===== src/rtl/dcache_pkg.sv =====
// Shared types and geometry helpers for the direct-mapped write-back data cache.
package dcache_pkg;

    typedef enum logic [1:0] {
        IDLE      = 2'd0,
        WRITEBACK = 2'd1,
        ALLOCATE  = 2'd2
    } state_t;

    localparam int WORDS_PER_BLOCK = 4;
    localparam int LINE_W          = 128;

    function automatic int idx_w(input int num_blocks);
        return $clog2(num_blocks);
    endfunction

    // Word address = {tag, index, 2-bit word offset}.
    function automatic int tag_w(input int addr_w, input int num_blocks);
        return addr_w - 2 - $clog2(num_blocks);
    endfunction

endpackage


===== src/rtl/dcache_array.sv =====
// Line storage: valid/dirty bits with synchronous clear, tags and 128-bit lines.
// Asynchronous read so hits resolve in the request cycle.
module dcache_array
    import dcache_pkg::*;
#(
    parameter int NUM_BLOCKS = 8,
    parameter int TAG_W      = 25,
    parameter int IDX_W      = idx_w(NUM_BLOCKS)
) (
    input  logic              clk,
    input  logic              srst,
    input  logic [IDX_W-1:0]  rd_idx,
    output logic              rd_valid,
    output logic              rd_dirty,
    output logic [TAG_W-1:0]  rd_tag,
    output logic [LINE_W-1:0] rd_data,
    input  logic [IDX_W-1:0]  wr_idx,
    input  logic              fill_en,
    input  logic [TAG_W-1:0]  fill_tag,
    input  logic [LINE_W-1:0] fill_data,
    input  logic              word_en,
    input  logic [1:0]        word_sel,
    input  logic [31:0]       word_data
);

    logic [NUM_BLOCKS-1:0] valid_reg;
    logic [NUM_BLOCKS-1:0] dirty_reg;
    logic [TAG_W-1:0]      tag_mem  [NUM_BLOCKS];
    logic [LINE_W-1:0]     data_mem [NUM_BLOCKS];

    always_ff @(posedge clk) begin
        if (srst) begin
            valid_reg <= '0;
            dirty_reg <= '0;
        end else if (fill_en) begin
            valid_reg[wr_idx] <= 1'b1;
            dirty_reg[wr_idx] <= 1'b0;
        end else if (word_en) begin
            dirty_reg[wr_idx] <= 1'b1;
        end
    end

    // Tag/data carry no reset; valid gates every use of them.
    always_ff @(posedge clk) begin
        if (fill_en) begin
            data_mem[wr_idx] <= fill_data;
            tag_mem[wr_idx]  <= fill_tag;
        end else if (word_en) begin
            data_mem[wr_idx][{word_sel, 5'b0} +: 32] <= word_data;
        end
    end

    assign rd_valid = valid_reg[rd_idx];
    assign rd_dirty = dirty_reg[rd_idx];
    assign rd_tag   = tag_mem[rd_idx];
    assign rd_data  = data_mem[rd_idx];

endmodule


===== src/rtl/dcache.sv =====
// Direct-mapped write-back write-allocate data cache: hit compare, miss FSM
// (IDLE/WRITEBACK/ALLOCATE) and registered memory-side request outputs.
module dcache
    import dcache_pkg::*;
#(
    parameter int NUM_BLOCKS = 8,
    parameter int ADDR_W     = 30
) (
    input  logic              clk,
    input  logic              proc_reset,
    input  logic              proc_read,
    input  logic              proc_write,
    input  logic [ADDR_W-1:0] proc_addr,
    input  logic [31:0]       proc_wdata,
    output logic              proc_stall,
    output logic [31:0]       proc_rdata,
    output logic              mem_read,
    output logic              mem_write,
    output logic [ADDR_W-3:0] mem_addr,
    output logic [LINE_W-1:0] mem_wdata,
    input  logic [LINE_W-1:0] mem_rdata,
    input  logic              mem_ready
);

    localparam int IDX_W = idx_w(NUM_BLOCKS);
    localparam int TAG_W = tag_w(ADDR_W, NUM_BLOCKS);
    localparam int OFF_W = $clog2(WORDS_PER_BLOCK);

    logic [OFF_W-1:0]  req_off;
    logic [IDX_W-1:0]  req_idx;
    logic [TAG_W-1:0]  req_tag;
    logic              line_valid;
    logic              line_dirty;
    logic [TAG_W-1:0]  line_tag;
    logic [LINE_W-1:0] line_data;
    logic              hit;
    logic              req;
    logic              idle;
    logic              fill_en;
    logic              word_en;

    state_t            state_reg;
    logic              mem_read_reg;
    logic              mem_write_reg;
    logic [ADDR_W-3:0] mem_addr_reg;
    logic [LINE_W-1:0] mem_wdata_reg;

    assign req_off = proc_addr[OFF_W-1:0];
    assign req_idx = proc_addr[OFF_W +: IDX_W];
    assign req_tag = proc_addr[ADDR_W-1 -: TAG_W];

    assign hit  = line_valid && (line_tag == req_tag);
    assign req  = proc_read || proc_write;
    assign idle = (state_reg == IDLE);

    assign proc_stall = !idle || (req && !hit);
    // Write wins when both requests are raised, so no read data is returned then.
    assign proc_rdata = (idle && proc_read && !proc_write && hit)
                      ? line_data[{req_off, 5'b0} +: 32] : 32'd0;

    assign fill_en = (state_reg == ALLOCATE) && mem_ready && !proc_reset;
    assign word_en = idle && proc_write && hit && !proc_reset;

    dcache_array #(
        .NUM_BLOCKS (NUM_BLOCKS),
        .TAG_W      (TAG_W),
        .IDX_W      (IDX_W)
    ) u_array (
        .clk       (clk),
        .srst      (proc_reset),
        .rd_idx    (req_idx),
        .rd_valid  (line_valid),
        .rd_dirty  (line_dirty),
        .rd_tag    (line_tag),
        .rd_data   (line_data),
        .wr_idx    (req_idx),
        .fill_en   (fill_en),
        .fill_tag  (req_tag),
        .fill_data (mem_rdata),
        .word_en   (word_en),
        .word_sel  (req_off),
        .word_data (proc_wdata)
    );

    always_ff @(posedge clk) begin
        if (proc_reset) begin
            state_reg     <= IDLE;
            mem_read_reg  <= 1'b0;
            mem_write_reg <= 1'b0;
            mem_addr_reg  <= '0;
            mem_wdata_reg <= '0;
        end else begin
            case (state_reg)
                IDLE: begin
                    if (req && !hit) begin
                        if (line_valid && line_dirty) begin
                            state_reg     <= WRITEBACK;
                            mem_write_reg <= 1'b1;
                            mem_addr_reg  <= {line_tag, req_idx};
                            mem_wdata_reg <= line_data;
                        end else begin
                            state_reg    <= ALLOCATE;
                            mem_read_reg <= 1'b1;
                            mem_addr_reg <= {req_tag, req_idx};
                        end
                    end
                end
                WRITEBACK: begin
                    if (mem_ready) begin
                        state_reg     <= ALLOCATE;
                        mem_write_reg <= 1'b0;
                        mem_read_reg  <= 1'b1;
                        mem_addr_reg  <= {req_tag, req_idx};
                    end
                end
                ALLOCATE: begin
                    if (mem_ready) begin
                        state_reg    <= IDLE;
                        mem_read_reg <= 1'b0;
                    end
                end
                default: begin
                    state_reg     <= IDLE;
                    mem_read_reg  <= 1'b0;
                    mem_write_reg <= 1'b0;
                end
            endcase
        end
    end

    assign mem_read  = mem_read_reg;
    assign mem_write = mem_write_reg;
    assign mem_addr  = mem_addr_reg;
    assign mem_wdata = mem_wdata_reg;

endmodule


===== config.mk =====
export PLATFORM = sky130hd
export DESIGN_NAME = dcache
export DESIGN_NICKNAME = d
export VERILOG_FILES = /design/src/rtl/dcache_pkg.sv /design/src/rtl/dcache_array.sv /design/src/rtl/dcache.sv
export SDC_FILE = /design/constraint.sdc
export NUM_CORES = 1
export LEC_CHECK = 0
export ABC_AREA = 0
export CAP_MARGIN = 25
export CORE_UTILIZATION = 45
export DETAILED_ROUTE_END_ITERATION = 10
export GPL_ROUTABILITY_DRIVEN = 0
export SETUP_SLACK_MARGIN = 0.4
export SYNTH_ARGS = -nofsm -noshare
export SYNTH_HDL_FRONTEND = slang
export SYNTH_HIERARCHICAL = 1
export SYNTH_SLANG_ARGS = --single-unit

===== constraint.sdc =====
create_clock -name clk -period 7 [get_ports clk]
set_input_delay 1.75 -clock clk [delete_from_list [all_inputs] [get_ports clk]]
set_output_delay 1.75 -clock clk [all_outputs]
set_load 0.02 [all_outputs]

# [Yosys cells after proc, flatten, opt, wreduce, memory -nomap -nowiden]
# Memory sizes are Yosys's and may differ from the RTL's.
# Index checks and enable logic that the tools add are counted.
[word_totals] ff_bits=176 in_bits=195 elab_cells=341 memories=2 ramBits=1224
[mem_list] memory="u_array.data_mem" words=8 width=128 rd=1 rd_clocked_by_memory_dff=0 wr=1 line="dcache_array.sv:29" rtl="logic [LINE_W-1:0] data_mem [NUM_BLOCKS];"
[mem_list] memory="u_array.tag_mem" words=8 width=25 rd=1 rd_clocked_by_memory_dff=0 wr=1 line="dcache_array.sv:28" rtl="logic [TAG_W-1:0] tag_mem [NUM_BLOCKS];"
[classes] order_cmp=2 add_sub_neg=1 bitwise_logic=133 shift=3 reduce_logical=26 n_eq_ne=8 n_mux=159
[ops] operator="two-way mux 1 bit" count=141
[ops] operator="two-way mux 128 bit" count=1
[ops] operator="bitwise OR 1 bit" count=128
[ops] operator="variable shift 32 x 9 -> 128 bit, first input constant" count=1
[ops] operator="indexed part select 128 x 8 -> 32 bit" count=1
[ops] operator="indexed part select 32 x 9 -> 128 bit" count=1
[ops] operator="two-way mux 28 bit" count=3
[ops] operator="case mux 28 bit (2 select lines)" count=1
[ops] operator="two-way mux 32 bit" count=1
[ops] operator="equality test 25 bit" count=1
[ops] operator="two-way mux 8 bit" count=2
[ops] operator="bitwise OR 8 bit" count=2
[ops] operator="logical AND 1 bit" count=12
[ops] operator="negation 7 -> 9 bit" count=1
[ops] operator="AND reduction 3 bit" count=3
[ops] operator="bitwise AND 8 bit" count=1
[ops] operator="two-way mux 2 bit" count=4
[ops] operator="NOT 8 bit" count=1
[ops] operator="AND reduction 4 bit" count=2
[ops] operator="binary-select mux 1 bit (select 3 bit)" count=2
[ops] operator="inequality test 2 bit, second input constant" count=3
[ops] operator="case mux 1 bit (3 select lines)" count=2
[ops] operator="case mux 2 bit (3 select lines)" count=1
[ops] operator="logical NOT 1 bit" count=4
[ops] operator="10 further kinds" count=13

# [Logic depth before layout (Yosys ltp)]
[logic_depth] ltp_word=9 mapped_depth=16 depth_no_buf=10

# [Modules after synthesis]
# Netlist, hierarchy kept.
[modules_own_cells] mod="dcache_array" area_per_inst_um2=48268.8 cells_per_inst=2064 n_inst=1 seq_area_each_um2=37075.6
[modules_own_cells] mod="dcache" area_per_inst_um2=8698.3 cells_per_inst=846 n_inst=1 seq_area_each_um2=3203.1

# [Least setup slack after synthesis]
# Ideal clock, no wire load.
[synth_path] path_kind="in2reg" from="input port proc_addr[2]" to="memory u_array.data_mem[6][32] (enable)" t_required_ns=6.579 setup_time_ns=0.421 path_buffers=5 t_arrival_ns=5.975 stages=14 path_slack_ns=0.604 path_cell_list="clkbuf_1 -> buf_6 -> buf_6 -> mux4_2 -> mux2_2 -> xnor2_1 -> nand4_1 -> nor4_1 -> and3_1 -> and4b_1 -> buf_2 -> clkbuf_1 -> a21oi_1 -> nor2_1"
[synth_between] elab_chain_len=9
[synth_lines] element="from (decl)" line="dcache.sv:13" rtl="input logic [ADDR_W-1:0] proc_addr,"
[synth_lines] element="memory (8 x 25 bit)"
[synth_lines] element="net line_tag[9]" line="dcache.sv:34" rtl="logic [TAG_W-1:0] line_tag;"
[synth_lines] element="equality test 25 bit" line="dcache.sv:52" rtl="assign hit = line_valid && (line_tag == req_tag);"
[synth_lines] element="logical AND 1 bit" line="dcache.sv:52"
[synth_lines] element="logical AND 1 bit (2 in a row)" line="dcache.sv:62" rtl="assign word_en = idle && proc_write && hit && !proc_reset;"
[synth_lines] element="net word_en" line="dcache.sv:40" rtl="logic word_en;"
[synth_lines] element="two-way mux 1 bit" line="dcache_array.sv:48" rtl="end else if (word_en) begin"
[synth_lines] element="two-way mux 1 bit" line="dcache_array.sv:45" rtl="if (fill_en) begin"
[synth_lines] element="two-way mux 128 bit (not written as such)" line="dcache_array.sv:49" rtl="data_mem[wr_idx][{word_sel, 5'b0} +: 32] <= word_data;"
[synth_lines] element="bitwise OR 1 bit (no line)"
[synth_lines] element="to (decl)" line="dcache_array.sv:29"
# The timed path passes the listed nets, and every way through them passes these cells. The select of a mux whose other input is x is not followed.

# [Worst setup path after layout]
[layout_path] from="input port proc_addr[2]" to="output port proc_rdata[13]"
[layout_between] elab_chain_len=5
[layout_lines] element="memory (8 x 25 bit)"
[layout_lines] element="net line_tag[22]" line="dcache.sv:34"
[layout_lines] element="equality test 25 bit" line="dcache.sv:52"
[layout_lines] element="logical AND 1 bit" line="dcache.sv:52"
[layout_lines] element="logical AND 1 bit" line="dcache.sv:58" rtl="assign proc_rdata = (idle && proc_read && !proc_write && hit)"
[layout_lines] element="two-way mux 32 bit" line="dcache.sv:59" rtl="? line_data[{req_off, 5'b0} +: 32] : 32'd0;"
[layout_lines] element="to (decl)" line="dcache.sv:16" rtl="output logic [31:0] proc_rdata,"
# The timed path passes the listed nets, and every way through them passes these cells. The select of a mux whose other input is x is not followed.

==> key figures <==
STA
  – Slew headroom: 30.5%
  – RSZ-0062 raised after global routing: yes
  – Peak Freq: 152 MHz
  – Pins Over Slew Limit: 0
  – Min Tclk post-route: 6600 ps
  – Slack of the critical path: 404 ps
  – Hold Slack: 473 ps
  – Tcrit/Tclk final: 94.2%
  – Slew @ Worst Pin: 1040 ps
  – Setup Skew: 21.9 ps
  – Endpoints failing hold: 0
  – Setup_tns: 0 ps
  – Final setup fails: 0

Pwr
  – Overall power: 18.1 mW
  – VDD IR-drop max: 253 uV
  – Clock power frac: 42.7%
  – Logic pwr share: 6.8%
  – PD cells: 264 nW/um2
  – Switching Fraction: 21.5%
  – Lkg Pwr: 22.0 nW
  – Net switching power: 3.90 mW
  – Seq pwr share: 50.4%
  – P_int: 14.2 mW

Setup path
  – Max stage delay cell, worst path: mux4_2
  – Buf/Inv on CP: 4
  – Critical R2R Capture: u_array/data_mem[5][109]
  – Worst Path Required: 5250 ps
  – Cells along the critical path: buf_16 -> buf_12 -> mux4_2 -> mux2_2 -> xnor2_1 -> nand4_1 -> nor4_2 -> and3_1 -> nand4b_1 -> clkbuf_16 -> nor2b_1 -> clkdlybuf4s15_1
  – Worst r2r src: u_array/tag_mem[5][11]
  – Startpoint type of the worst setup path: primary input
  – Crit. End Element: output pin
  – Worst path max stage delay: 480 ps
  – CP Max Fanout: 16
  – CP arrival: 4850 ps
  – Critical path class: primary input to output pin
  – Register-to-register setup slack: 2350 ps
  – R2R cell count: 11
  – Crit path from: proc_addr[2]
  – Top delay family on crit path: simple AND/OR/NAND/NOR gates

Clock tree
  – Hold Buf Count CTS: 0
  – Num CTS Buffers: 146
  – CTS Sinks: 1,400
  – H-tree levels: 4
  – Clk_lat worst skew: 760 ps
  – CTS tree: yes
  – CTS max path bufs: 3
  – Root buf cell: clkbuf_16
  – Clock transition at path regs: 60 ps

Final layout
  – Cell area after layout: 68,800 um2
  – Commonest cells after routing, fill and taps aside: edfxtp_1 (1,224), clkdlybuf4s50_1 (346), mux4_2 (342), nand2b_1 (264), mux2_2 (180)
  – Most common cell after layout, fill and taps aside: edfxtp_1
  – Fin util: 54.8%
  – Diodes inserted: 0
  – Layout fillers: 9,674
  – Sequential Area: 40,300 um2
  – Final net count: 3,647
  – Multi-input combinational cell area: 15,900 um2
  – Number of flip-flops in the largest register: 1,024
  – Layout area overhead: 20.7%
  – Final non-filler cell total: 5,221
  – Share of layout cells above drive strength 1: 28.4%

Hold path
  – Hold path endpoint: mem_wdata[92]
  – Worst hold stages: 2
  – Hold wc startpoint: mem_wdata[92]
  – HP Class: flop to flop

Yosys
  – Cell taking the most area after synthesis: edfxtp_1
  – Post-synthesis sequential area ratio: 70.7%
  – #FFs+latches synth: 1,400
  – Top post-synthesis cells by area: edfxtp_1 (65%), mux4_2 (14%), dfxtp_1 (6.2%)
  – Post-Syn Nets: 3,110
  – Async set or reset register ratio after synthesis: 0%
  – Synth Instances: 2,910
  – Ys Warns: 6
  – Top cell type's share of synthesized area: 64.5%
  – Synth Flop Type: edfxtp_1
  – Number of synthesized flops with an enable pin: 1,224
  – Post-Syn Area: 57,000 um2
  – Mean Syn Cell Area: 19.6 um2
  – Netlist cell types: 43

Global route
  – GRT Residual Overflow: 0
  – First-pass GRT wire length: 233,000 um
  – Pin count of the biggest net entering global routing: 150
  – Initial antenna violation count: 13
  – Vias in the first global route: 31,300
  – Gr usage total: 26.1%

Detailed routing
  – Drt wl/cell: 32.3 um
  – Total number of vias: 31,100
  – Vias per inst: 5.95
  – Routed wire length: 169,000 um
  – DRC: 0
  – Drt first pass iters: 5
  – Initial DRC Count: 3,457
  – Antenna Nets Post-Route: 0

Die
  – Site Rows: 130
  – IO Count: 386
  – Die area: 128,000 um2
  – Chip width: 358 um
  – Initial core utilization: 45.4%
  – Core Box Area: 126,000 um2
  – Vert. Die Dim: 358 um

Run status
  – Status: complete, no violations

Placed design
  – Port Buffer Count: 385
  – Placed cells: 4,937
  – Post-Place Worst Slack: -47.5 ps
  – HPWL Detailed: 108,000 um
  – Post-DP Area: 63,800 um2

Flow run
  – Max-Cap Viols: 0
[tightest hold or removal path: cells and delay by family, from the launching register on]
family | cells | cell delay [ps]
mux | 1 | 50
flops | 1 | 310
simple gates | 1 | 60
[Yosys cell counts, types with 16 or more instances]
master    count
a22o_1      128
buf_6        49
dfxtp_1     176
mux2_2      180
edfxtp_1   1224
clkbuf_1     96
mux2i_1     156
buf_1        16
nand2b_1    264
nor2_1       71
buf_2        24
nor2b_1      61
a21oi_1      21
xnor2_1      22
mux4_2      342
[final cells by class]
class / instances / share of cell area (%)
sequential: 1400 / 58.6
multi-input combinational: 1323 / 23.2
timing repair buffer: 574 / 8.27
clock buffer: 198 / 5.90
tap: 1650 / 3.00
clock inverter: 74 / 1.07
inverter: 2 / 0.0109
[logic make-up (layout without fill, tap and decap cells)]
group / count (synthesis) / after routing / share of synthesized area, %
DFF: 1400 / 1400 / 70.7
muxes: 678 / 678 / 19.8
and+or+nand+nor: 458 / 458 / 4.77
buffers and inverters: 187 / 848 / 1.93
AOI/OAI and AO/OA: 158 / 158 / 2.30
xor gates and xnor gates: 24 / 24 / 0.369
adders and majority gates: 5 / 5 / 0.110
[power by group through the flow]
stage	logic (mW)	clock network (mW)	registers, mW
detailed placement	1.22	0	9.32
global placement	1.20	0	9.31
CTS	1.23	7.85	9.14
floorplan	0.647	0	9.33
global route	1.29	8.15	9.14
finish	1.23	7.75	9.14
[worst max path at each step]
stage	end	slack, ps	cells after the start
after floorplan	u_array/data_mem[6][32]	600	14
after global placement	proc_rdata[17]	-20	13
after detailed placement	proc_rdata[6]	-50	13
after CTS	proc_rdata[6]	370	12
after global routing	proc_rdata[21]	280	12
final	proc_rdata[13]	400	12
[layer usage]
layer  share of wire, %  track usage, %
met3                9.4            6.15
met1                 42            37.3
met4                2.3            6.90
met5              0.048               0
met2                 46            40.5
[repair_timing]
| item | in CTS | in global routing |
|---|---|---|
| resized for setup | 48 | 48 |
| endpoints found under the setup margin | 29 | 33 |
| pin swaps | 0 | 5 |
| setup buffers | 0 | 7 |
| cloned | 0 | 3 |
Note: power is estimated with default switching activity, not from simulation.
